<file path="src/rtl/data_memory_ctrl.sv">
// rtl/data_memory_ctrl.sv - single-port data memory with req/ready handshake and wait states (optional DATA_MEMORY_CTRL_PARITY_EN)
module data_memory_ctrl #(
    parameter int DATA_WIDTH  = 8,
    parameter int ADDR_WIDTH  = 8,
    parameter int WAIT_STATES = 0
) (
    input  logic                  clk,
    input  logic                  rst,
    input  logic [ADDR_WIDTH-1:0] address,
    input  logic [DATA_WIDTH-1:0] in,
    input  logic                  read_signal,
    input  logic                  write_signal,
    output logic [DATA_WIDTH-1:0] out,
    output logic                  ready,
`ifdef DATA_MEMORY_CTRL_PARITY_EN
    output logic                  parity_error,
`endif
    output logic                  busy
);

    localparam int DEPTH = 2 ** ADDR_WIDTH;
    localparam int CNT_W = (WAIT_STATES > 0) ? $clog2(WAIT_STATES + 1) : 1;
    localparam logic [CNT_W-1:0] CNT_LOAD = CNT_W'(WAIT_STATES);
`ifdef DATA_MEMORY_CTRL_PARITY_EN
    localparam int WORD_W = DATA_WIDTH + 1;
`else
    localparam int WORD_W = DATA_WIDTH;
`endif

    typedef enum logic [1:0] {
        S_IDLE,
        S_BUSY,
        S_DONE
    } state_t;

    state_t                state;
    logic [CNT_W-1:0]      count;
    logic [ADDR_WIDTH-1:0] addr_q;
    logic [DATA_WIDTH-1:0] data_q;
    logic                  op_rd;
    logic                  op_wr;

    logic [WORD_W-1:0]     mem [DEPTH];
    logic [WORD_W-1:0]     wr_word;
    logic [WORD_W-1:0]     rd_word;
    logic                  access_now;

    // The array access happens on the edge that ends the last BUSY cycle.
    assign access_now = (state == S_BUSY) && (count == '0);
    assign rd_word    = mem[addr_q];

`ifdef DATA_MEMORY_CTRL_PARITY_EN
    // Stored parity bit makes the whole word even.
    assign wr_word = {^data_q, data_q};
`else
    assign wr_word = data_q;
`endif

    // Array write port; not reset, and gated off whenever the FSM has been reset.
    always_ff @(posedge clk) begin
        if (access_now && op_wr) begin
            mem[addr_q] <= wr_word;
        end
    end

    // Handshake FSM: latch request in IDLE, count wait states, access, one-cycle ready.
    always_ff @(posedge clk or posedge rst) begin
        if (rst) begin
            state  <= S_IDLE;
            count  <= '0;
            addr_q <= '0;
            data_q <= '0;
            op_rd  <= 1'b0;
            op_wr  <= 1'b0;
            out    <= '0;
            ready  <= 1'b0;
            busy   <= 1'b0;
`ifdef DATA_MEMORY_CTRL_PARITY_EN
            parity_error <= 1'b0;
`endif
        end else begin
            case (state)
                S_IDLE: begin
                    ready <= 1'b0;
                    if (read_signal || write_signal) begin
                        addr_q <= address;
                        data_q <= in;
                        op_rd  <= read_signal;
                        op_wr  <= write_signal;
                        count  <= CNT_LOAD;
                        state  <= S_BUSY;
                        busy   <= 1'b1;
                    end else begin
                        busy <= 1'b0;
                    end
                end
                S_BUSY: begin
                    if (count != '0) begin
                        count <= count - 1'b1;
                    end else begin
                        // Read sees the pre-write word because the array updates on this same edge.
                        if (op_rd) begin
                            out <= rd_word[DATA_WIDTH-1:0];
`ifdef DATA_MEMORY_CTRL_PARITY_EN
                            parity_error <= ^rd_word;
`endif
                        end
                        state <= S_DONE;
                        ready <= 1'b1;
                    end
                end
                S_DONE: begin
                    state <= S_IDLE;
                    ready <= 1'b0;
                    busy  <= 1'b0;
                end
                default: begin
                    state <= S_IDLE;
                    ready <= 1'b0;
                    busy  <= 1'b0;
                end
            endcase
        end
    end

endmodule

</file>
<file path="config.mk">
export PLATFORM = sky130hd
export DESIGN_NAME = data_memory_ctrl
export DESIGN_NICKNAME = d
export VERILOG_FILES = /design/src/rtl/data_memory_ctrl.sv
export SDC_FILE = /design/constraint.sdc
export NUM_CORES = 2
export LEC_CHECK = 0
export BUFFER_PORTS_ARGS = -buffer_cell sky130_fd_sc_hd__buf_2
export CAP_MARGIN = 30
export CORE_AREA = 4 4 455 457
export DETAILED_ROUTE_END_ITERATION = 7
export DIE_AREA = 0 0 459 461
export GPL_ROUTABILITY_DRIVEN = 0
export GPL_TIMING_DRIVEN = 0
export PLACE_DENSITY = 0.61
export SYNTH_ARGS = -nofsm -noshare
export SYNTH_HDL_FRONTEND = slang
export SYNTH_SLANG_ARGS = --single-unit
</file>
<file path="constraint.sdc">
create_clock -name clk -period 6.38 [get_ports clk]
set_clock_uncertainty 0.15 [all_clocks]
set_input_delay 1.276 -clock clk [delete_from_list [all_inputs] [get_ports clk]]
set_output_delay 1.276 -clock clk [all_outputs]
set_load 0.03 [all_outputs]
</file>
After elaboration in Yosys (flattened, before gate mapping). Memory sizes are Yosys's and may differ from the RTL's. A register that Yosys moved wholly into a read port is not among the register bits. Cells that the tools add are included.

$mul: 0. Magnitude comparators: 0. Eq/ne operators: 3. Bitwise logic cells: 1. Shifts and indexed selects: 0. Multiplexer cells: 12. Reduce and logical (&&, ||, !) cells: 9. Add/subtract/negate cells: 1. Divide/modulo/power cells: 0.

Operators by type and width (number): two-way mux 1 bit (7); AND reduction 2 bit (3); two-way mux 2 bit (2); inequality test 2 bit, second input constant (2); case mux 1 bit (2 select lines) (2); case mux 2 bit (2 select lines) (1); AND reduction 3 bit (1); == test 2 x 1 -> 1 bit, second input constant (1); logical AND 1 bit (2); zero test 2 bit (1); nonzero test 2 bit (1); logical OR 1 bit (1); inverter 1 bit (1); subtractor 1 bit, second input constant (1).

Flip-flop bits (word level): 23. Output and inout port bits: 10. Latch bits: 0. RAM bits: 2048. ROM bits: 0. Memories kept: 1. Input port bits: 20. Logic and storage cells: 35.

Memories: mem (words 256, bits a word 8, rd ports 1, clocked after Yosys merged registers in 1, wr ports 1, RTL line 43) `logic [WORD_W-1:0] mem [DEPTH];`.

Longest topological paths before layout.
Depth after elaboration: 5. Depth in mapped cells: 13. Gate-level depth less buffers: 7.

Least setup slack after synthesis. Ideal clock, no wire load.

Path kind: register to register. Start: register data_q[0]. End: memory mem[0][0] in the netlist's numbering (data pin). Period minus slack after synthesis: 4.134 ns. Path slack: 2.246 ns. Data required time: 5.427 ns. Path buffers: 0. Setup time: 0.803 ns. Arrival time: 3.181 ns. Stages on the path, launching flop included: 1. Path through: dfrtp_1.

RTL lines: start: declaration (RTL line 39) `logic [DATA_WIDTH-1:0] data_q;`; start signal: assignment (RTL line 87) `data_q <= in;`; end: declaration (RTL line 43).

Straight into the memory's write port.

Worst setup path after layout.
Start: register addr_q[3]. End: memory mem[234][2] in the netlist's numbering, enable pin.

RTL lines: start: declaration (RTL line 38) `logic [ADDR_WIDTH-1:0] addr_q;`; start signal: assignment (RTL line 86) `addr_q <= address;`.

Straight into the memory's write port.

==> impl_metrics.json <==
{
  "global_route.usage.met2_pct": 40.2,
  "fill_cells": 16900,
  "route.detailed.vias_per_inst": 6.44,
  "cts_root_buf": "clkbuf_16",
  "mappedNetlistArea_mm2": 0.0807,
  "worst_vdd_drop_v": 0.000377,
  "seq_area_mm2": 0.0623,
  "report.final.slew_viol_count": 0,
  "worst-setup-path-type": "flip-flop to flip-flop",
  "worst_hold_path_type": "input port to asynchronous set/reset pin",
  "ys_dominant_reg_cell": "edfxtp_1",
  "dpl.hpwl_um": 193000,
  "cellPowerDensity_mw_per_mm2": 510,
  "detailedRoute.firstPassIterationCount": 6,
  "floorplan.die.height_um": 461,
  "worst_skew_pair.late_latency_ns": 0.86,
  "ys_seq_area_share_pct": 77.2,
  "synth-seq-cells": 2078,
  "synth.largest_area_cell": "edfxtp_1",
  "setup_viol_count_final": 0,
  "first_global_vias": 42200,
  "synthToLayoutAreaGrowth_pct": 14.7,
  "worst_slew_pin_slew_ns": 1.15,
  "cts-buffers-inserted": 205,
  "postSynthAreaPerCell_um2": 21.6,
  "grt-ovfl-total": 0,
  "setup-tns-final_ns": 0,
  "cts_num_sinks": 2078,
  "first_iter_violations": 8340,
  "run_status": "finished clean",
  "htree_levels": 4,
  "synth_cells": 3741,
  "die_area_mm2": 0.212,
  "grt_start_max_net_pins": 102,
  "grt_antenna_before_repair": 25,
  "fp.coreArea_mm2": 0.204,
  "detail_route.wirelength_um": 295000,
  "cp.required_ns": 6.71,
  "yosysUniqueCellTypes": 64,
  "drv.max_cap_violation_count": 0,
  "floorplan.io_pins": 30,
  "drc": 0,
  "multiInputGateArea_mm2": 0.0172,
  "setup_repair_after_global_routing_missed_its_margin": "no",
  "postSynth.asyncResetShare_pct": 1.44,
  "grt.busiest_layer": "met2",
  "grtUsageMet1_pct": 34.9,
  "clk_pin_slew_worst_paths_ns": 0.06,
  "cts_buffer_depth": 3,
  "cts-hold-fix-buffers": 0,
  "timing.final.hold_violations": 0,
  "proportion_of_netlist_area_held_by_the_largest_area_contributor_pct": 76.2,
  "finalWorstPathRequiredPeriod_ns": 5.99,
  "groute.usage.overall_pct": 27.6,
  "data_arrival_time_of_the_worst_path_ns": 6.32,
  "cells_taking_the_most_area_after_synthesis": "edfxtp_1 (76%), mux4_2 (15%), mux2i_1 (1.7%), nor2_1 (1.3%), dfrtp_1 (0.93%)",
  "maxSlewHeadroom_pct": 23.1,
  "layout-drive-gt1-share_pct": 27.4,
  "cts_setup_buffers": 0,
  "ctsResizeCount": 0,
  "vias": 44900,
  "global_route.usage.met3_pct": 10.0,
  "power.static_leakage_nw": 28.9,
  "critPathMaxFanout": 11,
  "wire_per_inst_um": 42.2,
  "fin_crit_sh_pct": 93.9,
  "tritoncts_clock_tree": "built",
  "startpoint_type": "flip-flop",
  "post-synth-top-count-cell": "edfxtp_1",
  "initial_utilization_pct": 39.6,
  "endpoint_kind": "flip-flop",
  "postRouteAntennaNets": 0,
  "postPlaceCellArea_mm2": 0.0857,
  "max_freq_mhz": 167,
  "ys_top_cells_by_count": "edfxtp_1 (2048), mux4_2 (522), nor2_1 (283)",
  "count_of_yosys_warnings_during_synthesis": 0,
  "mappedNetlistNets": 3761,
  "final_nets": 4113,
  "design_area_mm2": 0.0926,
  "io_buffers": 29,
  "synth_enable_flop_cells": 2048,
  "die-width_um": 459,
  "core.rowCount": 166,
  "grt_first_pass_wirelength_um": 387000
}
## cell families after synthesis
family	Yosys count	share of synthesized area (%)
multiplexers	687	16.7
AND/OR/NAND/NOR	528	2.78
AO/OA/AOI/OAI	217	1.86
flip-flops	2078	77.2
buffers and inverters	231	1.53
## routing by layer
metal,vias to the layer above,share of wire (%),wire (um)
li1,16400,-,-
met4,8,8.0,23600
met1,23700,34,102000
met5,-,0.031,90
met2,3945,44,128000
met3,945,14,41100
## cell usage in the layout, fill, tap and decap left out, drive strengths merged, types with 30 or more instances in the layout
master  count
clkbuf    340
edfxtp   2048
a21oi      35
nand2     134
nand3      30
nor2      283
mux2       32
mux2i     133
clkinv     91
dfrtp      30
a22oi      42
mux4      522
buf       294
## flip-flops by register name, summed over array words and instances, names as in the netlist
name / cells
addr_q: 8
busy: 1
data_q: 8
mem: 2048
op_rd: 1
op_wr: 1
out: 8
ready: 1
state: 2
## power breakdown
group / internal (mW) / total [mW] / switching [mW] / leakage, nW
registers: 17.2 / 17.9 / 0.677 / 18.7
logic: 5.05 / 17.2 / 12.1 / 6.88
clock network: 6.82 / 12.1 / 5.30 / 3.27
total: 29.1 / 47.2 / 18.1 / 28.9
## worst paths after layout
kind | from | endpoint | slack [ns] | cells after the start
worst max-delay path | addr_q[3] | mem[234][2] | 0.39 | 9
worst min-delay path | rst | data_q[3] | 0.16 | 2
worst max register to register | addr_q[3] | mem[234][2] | 0.39 | 9
worst min register to register | state[1] | state[1] | 0.30 | 1
max in group asynchronous | rst | data_q[1] | 5.39 | 3
min in group clk | state[1] | state[1] | 0.30 | 1
## metrics by stage
stage	worst slack [ns]	hold slack (ns)	utilization, %	power (mW)	instances
after floorplan	2.25	0.276	-	26.0	3741
after global placement	-1.38	0.288	41.4	34.7	6458
after detailed placement	0.792	0.298	42.1	34.5	6557
after CTS	0.771	0.128	45.4	46.4	6942
after global routing	0.658	0.153	45.5	47.5	6959
final	0.387	0.164	45.5	47.2	6980
## area by class of cell
type                            count  area share (%)
Tap cell                         2688            3.63
Antenna cell                       21          0.0568
Buffer                            224            1.34
Clock buffer                      265            5.98
Inverter                            7          0.0284
Timing Repair Buffer              145            1.90
Sequential cell                  2078            67.3
Multi-Input combinational cell   1432            18.6
Clock inverter                    120            1.20
## worst max-delay path, stage by stage (launching register included)
cell	delay, ns
dfrtp_1	0.53
buf_2	0.30
inv_1	0.14
buf_2	0.60
buf_2	0.90
buf_2	0.73
nor2_1	0.24
nand2_1	0.72
buf_2	0.77
nor2_1	0.45
(Power assumes the default switching activity.)
